[config.mk]
export PLATFORM = sky130hd
export DESIGN_NAME = sra_shifter
export DESIGN_NICKNAME = d
export VERILOG_FILES = /design/src/rtl/alu_pkg.sv /design/src/rtl/sra_stage.sv /design/src/rtl/sra_shifter.sv
export SDC_FILE = /design/constraint.sdc
export NUM_CORES = 1
export LEC_CHECK = 0
export CAP_MARGIN = 20
export CORE_ASPECT_RATIO = 1.75
export CORE_MARGIN = 1
export CORE_UTILIZATION = 46
export DETAILED_ROUTE_END_ITERATION = 16
export GPL_ROUTABILITY_DRIVEN = 0
export PLACE_DENSITY = 0.86
export SETUP_SLACK_MARGIN = 0.3
export SYNTH_ARGS = -nofsm -noshare
export SYNTH_HDL_FRONTEND = slang
export SYNTH_SLANG_ARGS = --single-unit
[constraint.sdc]
create_clock -name clk -period 1.7 [get_ports clk]
set_input_delay 0.34 -clock clk [delete_from_list [all_inputs] [get_ports clk]]
set_output_delay 0.34 -clock clk [all_outputs]
set_load 0.01 [all_outputs]
[src/rtl/alu_pkg.sv]
// Shared ALU datapath constants and types.
package alu_pkg;

    localparam int WIDTH = 32;
    localparam int SHW   = 5;

    typedef logic [WIDTH-1:0] word_t;
    typedef logic [SHW-1:0]   shamt_t;

endpackage : alu_pkg

[src/rtl/sra_stage.sv]
// One stage of the arithmetic-right barrel shifter: shifts by a fixed SHIFT
// with sign fill when enabled, otherwise passes data straight through.
module sra_stage #(
    parameter int WIDTH = 32,
    parameter int SHIFT = 1
) (
    input  logic [WIDTH-1:0] data_in,
    input  logic             en,
    input  logic             sign,
    output logic [WIDTH-1:0] data_out
);

    // Select between the shifted (sign-filled) word and the unshifted word.
    always_comb begin
        data_out = data_in;
        if (en) begin
            data_out = {{SHIFT{sign}}, data_in[WIDTH-1:SHIFT]};
        end
    end

endmodule : sra_stage

[src/rtl/sra_shifter.sv]
// Registered 32-bit arithmetic shift right (MIPS SRA). A log2(WIDTH)-stage
// mux network computes rt >>> shamt; the result and a valid flag are
// registered, giving a fixed one-cycle latency at full throughput.
module sra_shifter
    import alu_pkg::*;
#(
    parameter int WIDTH = alu_pkg::WIDTH,
    parameter int SHW   = alu_pkg::SHW
) (
    input  logic             clk,
    input  logic             rst,
    input  logic             in_valid,
    input  logic [WIDTH-1:0] rt,
    input  logic [SHW-1:0]   shamt,
    output logic [WIDTH-1:0] rd,
    output logic             out_valid
);

    // stage_data[k] feeds stage k; stage_data[SHW] is the final result.
    logic [WIDTH-1:0] stage_data [0:SHW];
    logic             sign_bit;
    logic [WIDTH-1:0] res_next;
    logic [WIDTH-1:0] rd_reg;
    logic             out_valid_reg;

    // The operand's sign bit fills vacated MSBs in every stage, so the fill
    // never depends on intermediate results.
    assign sign_bit      = rt[WIDTH-1];
    assign stage_data[0] = rt;

    // Stage k shifts by 2^k when shamt[k] is set; stages run in order 0..SHW-1.
    generate
        for (genvar gi = 0; gi < SHW; gi++) begin : g_stage
            sra_stage #(
                .WIDTH (WIDTH),
                .SHIFT (1 << gi)
            ) u_stage (
                .data_in  (stage_data[gi]),
                .en       (shamt[gi]),
                .sign     (sign_bit),
                .data_out (stage_data[gi+1])
            );
        end
    endgenerate

    assign res_next = stage_data[SHW];

    // Output register: reset clears both; accepted ops load rd, idle cycles
    // hold rd but drop the valid flag.
    always_ff @(posedge clk) begin
        if (rst) begin
            rd_reg        <= '0;
            out_valid_reg <= 1'b0;
        end else if (in_valid) begin
            rd_reg        <= res_next;
            out_valid_reg <= 1'b1;
        end else begin
            out_valid_reg <= 1'b0;
        end
    end

    assign rd        = rd_reg;
    assign out_valid = out_valid_reg;

endmodule : sra_shifter

== Word level (Yosys, flattened, before mapping) ==
Cells that the tools add are included.

* Register bits: 33
* Input bits: 40
* Logic and storage cells: 8

* Mux-type cells: 6

{| class="wikitable"
|+ Operators with widths
! operator !! number
|-
| $mux 31 || 5
|-
| $mux 1 || 1
|}

== Depth between registers and ports, before layout ==
* Depth after elaboration: 5
* Depth in mapped cells: 8

== Cells and area by module ==
Synthesis repeated with hierarchy kept, for this count alone.

* Cells, all modules: 287
* Area, all modules: 3928.8 um2

{| class="wikitable"
|+ Modules (own cells, without submodules)
! module !! times used !! cells an instance !! area an instance (um2) !! sequential area each (um2)
|-
| sra_stage (g_stage[0].u_stage ...) || 4 || 36 || 544.3 || 0.0
|-
| sra_shifter || 1 || 106 || 1202.4 || 660.6
|-
| sra_stage (g_stage[4].u_stage) || 1 || 37 || 549.3 || 0.0
|}

== Worst setup path after synthesis ==
No wires, ideal clock.

* Kind: input-to-reg
* Start point: input shamt[1]
* End point: register rd_reg[12] (netlist: rd[12])
* Data arrival time: 1.742 ns
* Setup slack: -0.157 ns
* Stages: 7
* Cells stage by stage: buf_4 buf_6 buf_4 mux4_2 mux4_2 o21ai_1 nand2_1

* Cells in the longest elaborated chain, start to end: 4

{| class="wikitable"
|+ Ends and longest elaborated chain
! item !! RTL line !! RTL
|-
| start: declaration || sra_shifter.sv:14 || <nowiki>input logic [SHW-1:0] shamt,</nowiki>
|-
| $mux 31 (4 in a row) || sra_stage.sv:16 || <nowiki>if (en) begin</nowiki>
|-
| end signal: assignment || sra_shifter.sv:55 || <nowiki>rd_reg <= res_next;</nowiki>
|-
| end: declaration || sra_shifter.sv:23 || <nowiki>logic [WIDTH-1:0] rd_reg;</nowiki>
|}

Every way passes these cells.
A chain may end at the register's enable or synchronous reset.

== Final worst setup path ==
* Start point: input shamt[0]
* End point: register rd_reg[17] (netlist: rd[17])

* Cells in the longest elaborated chain, start to end: 5

{| class="wikitable"
|+ Ends and longest elaborated chain
! item !! RTL line
|-
| $mux 31 (5 in a row) || sra_stage.sv:16
|}

Every way passes these cells.

==> metrics <==
Mapped Cells between 300 and 400; placed instance area roughly 0.0046 sq mm; syn_nets ~380; chip width between 60 and 70 um; Layout Skew 0 ns; clk root buf clkbuf_16; clk slew on worst S/H paths ~0.05 ns; main combinational cell family by area after synthesis multiplexers; Via density between 6 and 7; Die Ht ~110 um; post-synthesis adder-cell area fraction 0%; Global Route Usage Sum a little under two fifths; total of max-cap violations 0; post-synthesis cell type count between 50 and 60; port bufs ~70; max FFs per register 32; Clock Sinks 33; CTS tree yes; Sequential Area 661 sq um; status finished with violations; cell chain of the critical path buf_12 -> buf_12 -> mux4_2 -> inv_2 -> mux4_2 -> o21a_1 -> nor3_1; fin area 0.00534 sq mm; Slew Limit Headroom around two thirds; critical path type in -> reg; crit-path max FO 5; FMAX ~560 MHz; failing checks setup timing; dpl cells about 560; Worst path top cell family by delay multiplexers; CP max stage delay between 0.4 and 0.5 ns; hold-fix buffers at CTS 0; largest net degree at the start of global routing 30; fill count 348; Yosys warning total 0; drt total wl 14.3 mm; FP Rows 39; Post-Synth XOR/XNOR Area 0%; mux share of post-synthesis cell area a little under two fifths; Final Power roughly 3.2 mW; final period utilization 105%; Crit-path slowest cell mux4_2; WL/cell ~24 um; Max Slew Vio Count 0; detailed placement HPWL around 8.2 mm; PnR worst setup slack -0.0770 ns; Starting DRT DRC Count roughly 610; die area 0.00706 sq mm; Leak between 2 and 2.5 nW; post-synthesis async set-or-reset flop share 0%; #FFs+latches synth 33; Worst-Skew Late Latency about 0.28 ns; crit path capture type flip-flop; Vias approximately 4000; final setup violation count 11; Hold Crit Class reg -> reg; Post-synth EDFFs 0; sequential fraction of the synthesis area around a fifth; Area Overhead vs Synth 72.7%; DRC viols 0; CP bufs+invs 3; CTS H-tree depth 2; Longest Clk Path Bufs 2; fin cells around 590; vias in the first global route 3959; initial antenna violation count 0; simple-gate area share of the yosys netlist 15.0%; clock period minus worst slack ~1.8 ns; Placeable Area 0.00649 sq mm; global-route wire length before repair 19.7 mm; Final nets between 500 and 600; area of the multi-input gates ~0.0026 sq mm; Initial Util a little under half; Worst VDD drop 423 uV; Power Dens Cells roughly 600 mW/mm^2; remaining global-route overflow 0; Required @ worst endpoint ~1.9 ns; CP Launch Type input pin; critical path arrival just under 2 ns; pre-CTS setup slack -0.663 ns; antenna cells 0; Tightest Pin Transition 0.487 ns; synthesized area per cell 9.14 sq um; io pins 73; layout cell share with drive strength beyond 1 50.3%; final hold vios 0; DR pass1 iterations 6; RSZ-0062 raised after global routing yes; Primary FF master, synth dfxtp_1; compound-gate portion of the synthesized area between 20% and 30%; antenna-violating nets left 0; cts bufs inserted 5; Mapped Area roughly 0.0031 sq mm
==> cells by family after synthesis <==
| kind of cell | count (synthesis) |
|---|---|
| buffers and inverters | 40 |
| AOI/OAI and AO/OA | 92 |
| DFF | 33 |
| muxes | 67 |
| and+or+nand+nor | 106 |
==> routing by layer <==
layer  global-route usage, %  vias up  wire, um
met3                    6.30      148      1160
met1                    35.7     1919      4400
met2                    63.7      378      7260
met4                    34.4        0      1450
met5                       0        -         0
li1                        -     1644         -
==> Yosys cell counts (2+ instances only) <==
library cell	n	share of area [%]
buf_4	3	0.73
mux4_2	28	20
nor2b_1	2	0.40
nand2_1	42	5.1
mux2i_1	22	7.1
buf_6	3	1.1
o22ai_1	5	1.0
a211oi_1	8	1.9
o21ai_0	14	2.3
mux2_2	8	2.9
o211a_1	2	0.65
mux4_1	7	6.0
nor3_1	11	1.8
a21oi_1	23	3.7
a31oi_1	5	1.0
and2_1	2	0.40
nor3b_1	2	0.49
a2111oi_0	2	0.57
buf_1	3	0.36
o2111ai_1	3	0.85
buf_2	6	0.97
o221a_2	2	0.73
o21a_1	4	0.97
clkbuf_1	16	1.9
nand3_1	2	0.32
o311ai_0	4	1.1
o211ai_1	10	2.4
dfxtp_1	33	21
clkinv_1	3	0.36
nand2b_1	4	0.81
inv_1	4	0.49
nor2_1	35	4.3
==> tightest hold or removal path: cells and delay by family, from the launching register on <==
family             cells  cell delay [ns]
and+or+nand+nor        1             0.06
AOI/OAI and AO/OA      1             0.05
DFF                    1             0.32
==> per-stage QoR <==
step                      setup TNS (ns)  hold slack (ns)  util [%]
after floorplan                   -0.195            0.463         -
after detailed placement          -14.68            0.455      70.5
after global placement            -12.91            0.452      70.5
after global routing              -0.705            0.498      82.2
final                             -0.324            0.477      82.2
after CTS                              0            0.462      78.3
==> placed cells by master (no fill, tap or decap), drive strengths merged, types with 2 or more instances in the layout <==
cell type and count:
nand2 42, a31oi 5, nor2 35, mux4 35, clkdlybuf4s50 4, nor3b 2
nor4 2, mux2 9, buf 130, clkinv 4, nor2b 2, nand3 2
o211ai 10, o22ai 5, a2111oi 2, or2 3, a21oi 23, o311ai 4
and2 2, a211oi 8, nor3 11, o221a 2, clkbuf 9, clkdlybuf4s15 14
o21a 4, dlygate4sd2 45, o2111ai 3, o21ai 15, nand2b 4, inv 4
mux2i 23, o211a 2, dfxtp 33
==> final cells by class <==
cell class | instances | area share, %
Multi-Input combinational cell | 265 | 48.0
Clock buffer | 8 | 2.56
Timing Repair Buffer | 195 | 34.5
Tap cell | 82 | 1.92
Inverter | 8 | 0.657
Sequential cell | 33 | 12.4
==> what timing repair did <==
item	4_1_cts	5_1_grt
gates resized for setup	180	47
setup endpoints to repair	64	30
buffers inserted	19	5
gates cloned	2	1
pin swaps	33	32
==> report_power, final <==
part,internal (mW),total [mW],switching [mW]
Clock,0.544,0.858,0.315
Sequential,0.840,0.877,0.0371
Combinational,0.761,1.50,0.741
==> final timing paths <==
check,from,to,slack [ns],cells after the start
worst min register to register,rd[13]$_SDFFE_PP0P_,rd[13]$_SDFFE_PP0P_,0.48,2
worst max register to register,rd[2]$_SDFFE_PP0P_,rd[2]$_SDFFE_PP0P_,0.84,3
worst max-delay path,shamt[0],rd[17]$_SDFFE_PP0P_,-0.08,7
worst min-delay path,rd[13]$_SDFFE_PP0P_,rd[13]$_SDFFE_PP0P_,0.48,2
Note: power is estimated with default switching activity, not from simulation.
